--- config.mk ---
export PLATFORM = sky130hd
export DESIGN_NAME = v5_filter_ctrl
export DESIGN_NICKNAME = d
export VERILOG_FILES = /design/src/rtl/v5_filter_ctrl.sv
export SDC_FILE = /design/constraint.sdc
export NUM_CORES = 1
export LEC_CHECK = 0
export CAP_MARGIN = 40
export CORE_ASPECT_RATIO = 0.8
export CORE_UTILIZATION = 54
export CTS_CLUSTER_DIAMETER = 30
export DETAILED_ROUTE_END_ITERATION = 12
export PLACE_DENSITY = 0.87
export SETUP_SLACK_MARGIN = 0.5
export SLEW_MARGIN = 20
export SYNTH_ARGS = -nofsm -noshare
export SYNTH_HDL_FRONTEND = slang
export SYNTH_SLANG_ARGS = --single-unit
--- constraint.sdc ---
create_clock -name clk -period 7.5 [get_ports clk]
set_input_delay 1.125 -clock clk [delete_from_list [all_inputs] [get_ports clk]]
set_output_delay 1.125 -clock clk [all_outputs]
set_load 0.05 [all_outputs]
--- src/rtl/v5_filter_ctrl.sv ---
// ---------------------------------------------------------------------------
// v5_filter_ctrl
// Sequencer/configurator for the v5 trapezoidal filter.
//  - Latches k/l/M and the trigger threshold while idle and drives them to
//    the filter.
//  - On run_en it flushes the filter (filt_run low), waits out the
//    k+l+PIPE_LAT settling latency, then arms a signed threshold trigger.
//  - After a trigger it searches PEAK_WIN samples for the maximum, presents
//    amplitude + timestamp over a valid/ready handshake, then holds off
//    DEAD_TIME cycles before re-arming.
//  - Rising crossings seen while busy with a pulse are counted in missed_cnt.
// Ports:
//  clk, reset            clock, asynchronous active-high reset
//  run_en                1 = acquire, 0 = return to IDLE
//  cfg_valid/cfg_ready   config write handshake (ready only in IDLE)
//  cfg_k/l/m, cfg_thr    window lengths, M coefficient, signed threshold
//  filt_k/l/m, filt_run  registered settings and run control to the filter
//  filter_data           filter output sample (two's complement)
//  evt_valid/evt_ready   event handshake
//  evt_amp, evt_time     peak amplitude and timestamp of the peak sample
//  missed_cnt            saturating count of triggers lost while busy
// ---------------------------------------------------------------------------
module v5_filter_ctrl #(
  parameter int SIZE_FILTER_DATA = 16,
  parameter int CFG_W            = 8,
  parameter int PIPE_LAT         = 4,
  parameter int FLUSH_CYC        = 4,
  parameter int PEAK_WIN         = 16,
  parameter int DEAD_TIME        = 8,
  parameter int TS_W             = 32
) (
  input  logic                        clk,
  input  logic                        reset,
  input  logic                        run_en,
  input  logic                        cfg_valid,
  output logic                        cfg_ready,
  input  logic [CFG_W-1:0]            cfg_k,
  input  logic [CFG_W-1:0]            cfg_l,
  input  logic [CFG_W-1:0]            cfg_m,
  input  logic [SIZE_FILTER_DATA-1:0] cfg_thr,
  output logic [CFG_W-1:0]            filt_k,
  output logic [CFG_W-1:0]            filt_l,
  output logic [CFG_W-1:0]            filt_m,
  output logic                        filt_run,
  input  logic [SIZE_FILTER_DATA-1:0] filter_data,
  output logic                        evt_valid,
  input  logic                        evt_ready,
  output logic [SIZE_FILTER_DATA-1:0] evt_amp,
  output logic [TS_W-1:0]             evt_time,
  output logic [15:0]                 missed_cnt
);

  localparam int CNT_W = 16;
  localparam logic [SIZE_FILTER_DATA-1:0] THR_MAX = {1'b0, {(SIZE_FILTER_DATA-1){1'b1}}};

  typedef enum logic [2:0] {
    ST_IDLE   = 3'd0,
    ST_FLUSH  = 3'd1,
    ST_SETTLE = 3'd2,
    ST_ARMED  = 3'd3,
    ST_PEAK   = 3'd4,
    ST_REPORT = 3'd5,
    ST_DEAD   = 3'd6
  } state_t;

  // A window length of zero is meaningless to the filter; treat it as one.
  function automatic logic [CFG_W-1:0] clamp_len(input logic [CFG_W-1:0] v);
    return (v == {CFG_W{1'b0}}) ? CFG_W'(1) : v;
  endfunction

  // Signed strict greater-than on filter-width samples.
  function automatic logic sgt(input logic [SIZE_FILTER_DATA-1:0] a,
                               input logic [SIZE_FILTER_DATA-1:0] b);
    return $signed(a) > $signed(b);
  endfunction

  state_t                      state_q, state_d;
  logic [CNT_W-1:0]            cnt_q, cnt_d;
  logic [CFG_W-1:0]            k_q, k_d, l_q, l_d, m_q, m_d;
  logic [SIZE_FILTER_DATA-1:0] thr_q, thr_d;
  logic [SIZE_FILTER_DATA-1:0] prev_q, prev_d;
  logic [SIZE_FILTER_DATA-1:0] max_q, max_d;
  logic [TS_W-1:0]             ts_q, ts_d;
  logic [TS_W-1:0]             time_q, time_d;
  logic [15:0]                 missed_q, missed_d;
  logic                        cfg_ready_q, cfg_ready_d;
  logic                        filt_run_q, filt_run_d;
  logic                        evt_valid_q, evt_valid_d;

  logic                        cfg_fire_s;
  logic                        above_thr_s;
  logic                        crossing_s;
  logic                        busy_s;
  logic [CNT_W-1:0]            settle_len_s;

  // Next-state logic for the sequencer, configuration and event capture.
  always_comb begin
    state_d   = state_q;
    cnt_d     = cnt_q;
    k_d       = k_q;
    l_d       = l_q;
    m_d       = m_q;
    thr_d     = thr_q;
    max_d     = max_q;
    time_d    = time_q;
    missed_d  = missed_q;
    ts_d      = ts_q + TS_W'(1);
    prev_d    = filter_data;

    cfg_fire_s   = cfg_valid && (state_q == ST_IDLE);
    above_thr_s  = sgt(filter_data, thr_q);
    // A rising crossing needs the previous sample at or below threshold.
    crossing_s   = above_thr_s && !sgt(prev_q, thr_q);
    busy_s       = (state_q == ST_PEAK) || (state_q == ST_REPORT) || (state_q == ST_DEAD);
    settle_len_s = CNT_W'(k_q) + CNT_W'(l_q) + CNT_W'(PIPE_LAT);

    if (cfg_fire_s) begin
      k_d   = clamp_len(cfg_k);
      l_d   = clamp_len(cfg_l);
      m_d   = cfg_m;
      thr_d = cfg_thr;
    end else begin
      k_d   = k_q;
      l_d   = l_q;
    end

    if (crossing_s && busy_s && (missed_q != 16'hFFFF)) begin
      missed_d = missed_q + 16'd1;
    end else begin
      missed_d = missed_q;
    end

    if (!run_en) begin
      state_d = ST_IDLE;
      cnt_d   = CNT_W'(0);
    end else begin
      case (state_q)
        ST_IDLE: begin
          state_d = ST_FLUSH;
          cnt_d   = CNT_W'(0);
        end
        ST_FLUSH: begin
          if (cnt_q == CNT_W'(FLUSH_CYC - 1)) begin
            state_d = ST_SETTLE;
            cnt_d   = CNT_W'(0);
          end else begin
            cnt_d   = cnt_q + CNT_W'(1);
          end
        end
        ST_SETTLE: begin
          // Settling uses the registered (already clamped) window lengths.
          if (cnt_q == settle_len_s - CNT_W'(1)) begin
            state_d = ST_ARMED;
            cnt_d   = CNT_W'(0);
          end else begin
            cnt_d   = cnt_q + CNT_W'(1);
          end
        end
        ST_ARMED: begin
          if (above_thr_s) begin
            max_d   = filter_data;
            time_d  = ts_q;
            // The trigger sample is the first of the PEAK_WIN window.
            cnt_d   = CNT_W'(1);
            state_d = (PEAK_WIN <= 1) ? ST_REPORT : ST_PEAK;
          end else begin
            state_d = ST_ARMED;
          end
        end
        ST_PEAK: begin
          // Strictly greater only: ties keep the earlier sample.
          if (sgt(filter_data, max_q)) begin
            max_d  = filter_data;
            time_d = ts_q;
          end else begin
            max_d  = max_q;
          end
          if (cnt_q == CNT_W'(PEAK_WIN - 1)) begin
            state_d = ST_REPORT;
            cnt_d   = CNT_W'(0);
          end else begin
            cnt_d   = cnt_q + CNT_W'(1);
          end
        end
        ST_REPORT: begin
          if (evt_ready) begin
            state_d = (DEAD_TIME == 0) ? ST_ARMED : ST_DEAD;
            cnt_d   = CNT_W'(0);
          end else begin
            state_d = ST_REPORT;
          end
        end
        ST_DEAD: begin
          if (cnt_q == CNT_W'(DEAD_TIME - 1)) begin
            state_d = ST_ARMED;
            cnt_d   = CNT_W'(0);
          end else begin
            cnt_d   = cnt_q + CNT_W'(1);
          end
        end
        default: begin
          state_d = ST_IDLE;
          cnt_d   = CNT_W'(0);
        end
      endcase
    end

    // Outputs are registered from the next state so they align with it.
    cfg_ready_d = (state_d == ST_IDLE);
    filt_run_d  = (state_d != ST_IDLE) && (state_d != ST_FLUSH);
    evt_valid_d = (state_d == ST_REPORT);
  end

  // State, configuration and output registers with asynchronous reset.
  always_ff @(posedge clk or posedge reset) begin
    if (reset) begin
      state_q     <= ST_IDLE;
      cnt_q       <= CNT_W'(0);
      k_q         <= CFG_W'(1);
      l_q         <= CFG_W'(1);
      m_q         <= CFG_W'(0);
      thr_q       <= THR_MAX;
      prev_q      <= {SIZE_FILTER_DATA{1'b0}};
      max_q       <= {SIZE_FILTER_DATA{1'b0}};
      time_q      <= {TS_W{1'b0}};
      ts_q        <= {TS_W{1'b0}};
      missed_q    <= 16'd0;
      cfg_ready_q <= 1'b1;
      filt_run_q  <= 1'b0;
      evt_valid_q <= 1'b0;
    end else begin
      state_q     <= state_d;
      cnt_q       <= cnt_d;
      k_q         <= k_d;
      l_q         <= l_d;
      m_q         <= m_d;
      thr_q       <= thr_d;
      prev_q      <= prev_d;
      max_q       <= max_d;
      time_q      <= time_d;
      ts_q        <= ts_d;
      missed_q    <= missed_d;
      cfg_ready_q <= cfg_ready_d;
      filt_run_q  <= filt_run_d;
      evt_valid_q <= evt_valid_d;
    end
  end

  assign cfg_ready  = cfg_ready_q;
  assign filt_k     = k_q;
  assign filt_l     = l_q;
  assign filt_m     = m_q;
  assign filt_run   = filt_run_q;
  assign evt_valid  = evt_valid_q;
  assign evt_amp    = max_q;
  assign evt_time   = time_q;
  assign missed_cnt = missed_q;

endmodule
==> impl_metrics.csv <==
group,metric,value,unit
synthesis,synth_area,8870,µm²
grt,grt.overflow.total,0,
timing,rsz0062_at_grt,"false",
die,ios,152,
die,row_count,41,
timing,fin_crit,4510,ps
worst_setup_path,crit_fanout,36,
worst_setup_path,worstSetupPathType,"primary input to flip-flop",
power_and_ir_drop,pwr_density_cell,230,nW/µm²
routing,met2WireLength,8970,µm
placed_design,pre_cts_ws,2560,ps
cells_and_area,regArea,4380,µm²
die,die_area,16900,µm²
synthesis,yosys-top-cells-area,"dfrtp_1 44%, ha_1 9.3%, mux2_2 6.5%",
synthesis,synth_enable_flop_cells,0,
synthesis,synth_fa_ha_area_frac,0.0953,
grt,track_usage,0.246,
clock_tree,cts_htree_levels,4,
routing,ant_nets,0,
clock_tree,cts_hold_buf,0,
status,status,"finished, final reports clean",
die,die_x,145,µm
synthesis,synth_nets,930,
clock_tree,cts-resized-gates,0,
timing,worst_pin_slew,561,ps
routing,met1_length,9360,µm
routing,drtPass1Iterations,5,
die,core_area,15900,µm²
routing,wire_per_inst,16.7,µm
cells_and_area,syn_to_final_growth,26.4,%
clock_tree,worstSkewPairLatency,430,ps
die,start_util,0.558,
placed_design,hpwl,14200,µm
synthesis,synth-seq-area-share,0.493,
cells_and_area,final_common_cell,"dfrtp_1",
routing,wl_met3,1050,µm
die,die_h,117,µm
cells_and_area,layout_common_cells,"156 x dfrtp_1, 151 x clkdlybuf4s50_1, 66 x ha_1",
synthesis,synth_xor_xnor_area_share,0.0602,
synthesis,synth-seq-cells,174,
routing,drc,0,
routing,vias_per_cell,5.53,
synthesis,synth_top_area_frac,0.440,
grt,grt_max_degree,57,
synthesis,synthFlopType,"dfrtp_1",
clock_tree,cts_root_buffer,"clkbuf_16",
timing,min_period_over_period,0.601,
clock_tree,cts_made_buffers,17,
worst_setup_path,worstSetupStartpointType,"primary input",
synthesis,synth.area.mux_share,0.0958,
grt,grt_pass1_wl,32600,µm
power_and_ir_drop,p_leak,5.14,nW
cells_and_area,final_area,11200,µm²
worst_setup_path,worstSetupEndpointType,"flip-flop",
timing,relSlewSlack,0.625,
worst_setup_path,required,7810,ps
clock_tree,cts.clk_slew.worst_paths,70,ps
synthesis,synthCells,802,
clock_tree,cts.path.max_buffers,2,
power_and_ir_drop,irDropWorstVdd,0.164,mV
placed_design,io_buffers,151,
timing,drv_slew,0,
timing,hold_viol_final,0,
worst_setup_path,cp_data_arrival_time,4820,ps
synthesis,ys_async_sr_fraction,1.00,
job,max-cap-violations,0,
timing,fmax,222,MHz
synthesis,synth_top_family_by_area,"simple AND/OR/NAND/NOR gates",
grt,grt_pass1_vias,6429,
clock_tree,cts_setup_buffers,0,
grt,antenna_found_initial,0,
synthesis,syn_area_per_cell,11.1,µm²
cells_and_area,final_nets,1084,
synthesis,yosysTopAreaCell,"dfrtp_1",
timing,fin_skew,9.75,ps
cells_and_area,multi_input_area,4140,µm²
cells_and_area,n_antenna_cell,0,
routing,drtIter0Drc,329,
synthesis,synth_compound_area_frac,0.0876,
routing,wl,19700,µm
timing,setup_slack,2990,ps
placed_design,dpl_cell_area,10600,µm²
synthesis,synth-simple-area-share,0.128,
placed_design,routabilityCongestion,0.843,
timing,setup_tns,0,ps
routing,vias,6545,
worst_hold_path,hp-class,"flip-flop to flip-flop",
clock_tree,cts.sinks,174,
synthesis,ys_warn_count,0,
synthesis,yosysUniqueCellTypes,62,
clock_tree,cts_tree,"done",
cells_and_area,fillers,1154,
routing,routed.top_layer,"met4",
timing,setup_violations,0,
cells_and_area,drive_gt1_frac,0.121,
## final cells by class
cell class	count	area share
sequential	174	0.390
multi-input combinational	546	0.370
timing repair buffer	159	0.144
clock buffer	18	0.0383
tap	215	0.0240
inverter	58	0.0199
clock inverter	14	0.0140
## worst paths after layout
kind	end	startpoint	slack, ps	depth (start not counted)
worst max-delay path	evt_time[22]	filter_data[7]	2990	11
worst min-delay path	ts_q[31]	ts_q[31]	480	1
worst max register to register	evt_time[22]	thr_q[7]	3660	11
worst min register to register	ts_q[31]	ts_q[31]	480	1
max in group asynchronous	thr_q[11]	reset	5340	4
min in group asynchronous	missed_cnt[5]	reset	1090	2
## stage by stage
step,total power [mW],instances,hold WS [ps],utilization
global placement,1.68,1150,464,0.665
detailed placement,1.70,1152,468,0.668
finish,2.57,1184,482,0.705
global route,2.70,1184,493,0.705
CTS,2.59,1184,483,0.705
floorplan,1.50,802,440,-
## kinds of logic (layout without fill, tap and decap cells)
kind of cell | Yosys count | after routing
compound gates | 123 | 123
simple gates | 219 | 219
buf+inv | 82 | 249
flops | 174 | 174
xor+xnor | 61 | 61
mux | 76 | 76
fa+ha+maj | 67 | 67
## critical path, stage by stage
cell and delay [ps]:
clkdlybuf4s50_1 490, ha_1 370, a21oi_1 140, o21ai_0 130, a221oi_1 310, o211ai_2 170, mux2i_1 190, or4_4 460
a21boi_4 490, buf_4 510, mux2_2 390
## cells in the mapped netlist (all sizes together) (2+ instances only)
cell / count
or2: 2
inv: 58
clkbuf: 12
a21boi: 3
xor2: 24
xnor2: 37
o21ai: 35
or2b: 2
a22o: 4
o21a: 2
mux2i: 5
or4: 4
nor2b: 6
nand4: 16
a211oi: 4
nand2b: 7
nand3: 34
and2: 3
a41oi: 2
dfstp: 18
nor4: 9
and4: 5
nor3: 19
a31oi: 14
nand4b: 2
a22oi: 2
nor3b: 2
o211ai: 5
mux2: 71
and3: 19
buf: 12
nand2: 51
nor2: 34
o211a: 2
dfrtp: 156
a21o: 7
ha: 66
a21oi: 33
## where the power goes
| part | switching (mW) | internal (mW) | total (mW) |
|---|---|---|---|
| Clock | 0.390 | 0.496 | 0.886 |
| Combinational | 0.383 | 0.266 | 0.649 |
| Sequential | 0.0375 | 1.00 | 1.04 |
## state kept, by name, summed over array words and instances (netlist names)
name        cells
filt_l          8
filt_k          8
prev_q         16
ts_q           32
filt_m          8
evt_valid       1
missed_cnt     16
evt_amp        16
thr_q          16
evt_time       32
state_q         3
cnt_q          16
filt_run        1
cfg_ready       1
## metal layers
metal	vias up	GRT usage
met5	-	0
met4	0	0.0919
met3	25	0.0520
met2	179	0.383
met1	3184	0.343
li1	3157	-
Note: power is estimated with default switching activity, not from simulation.
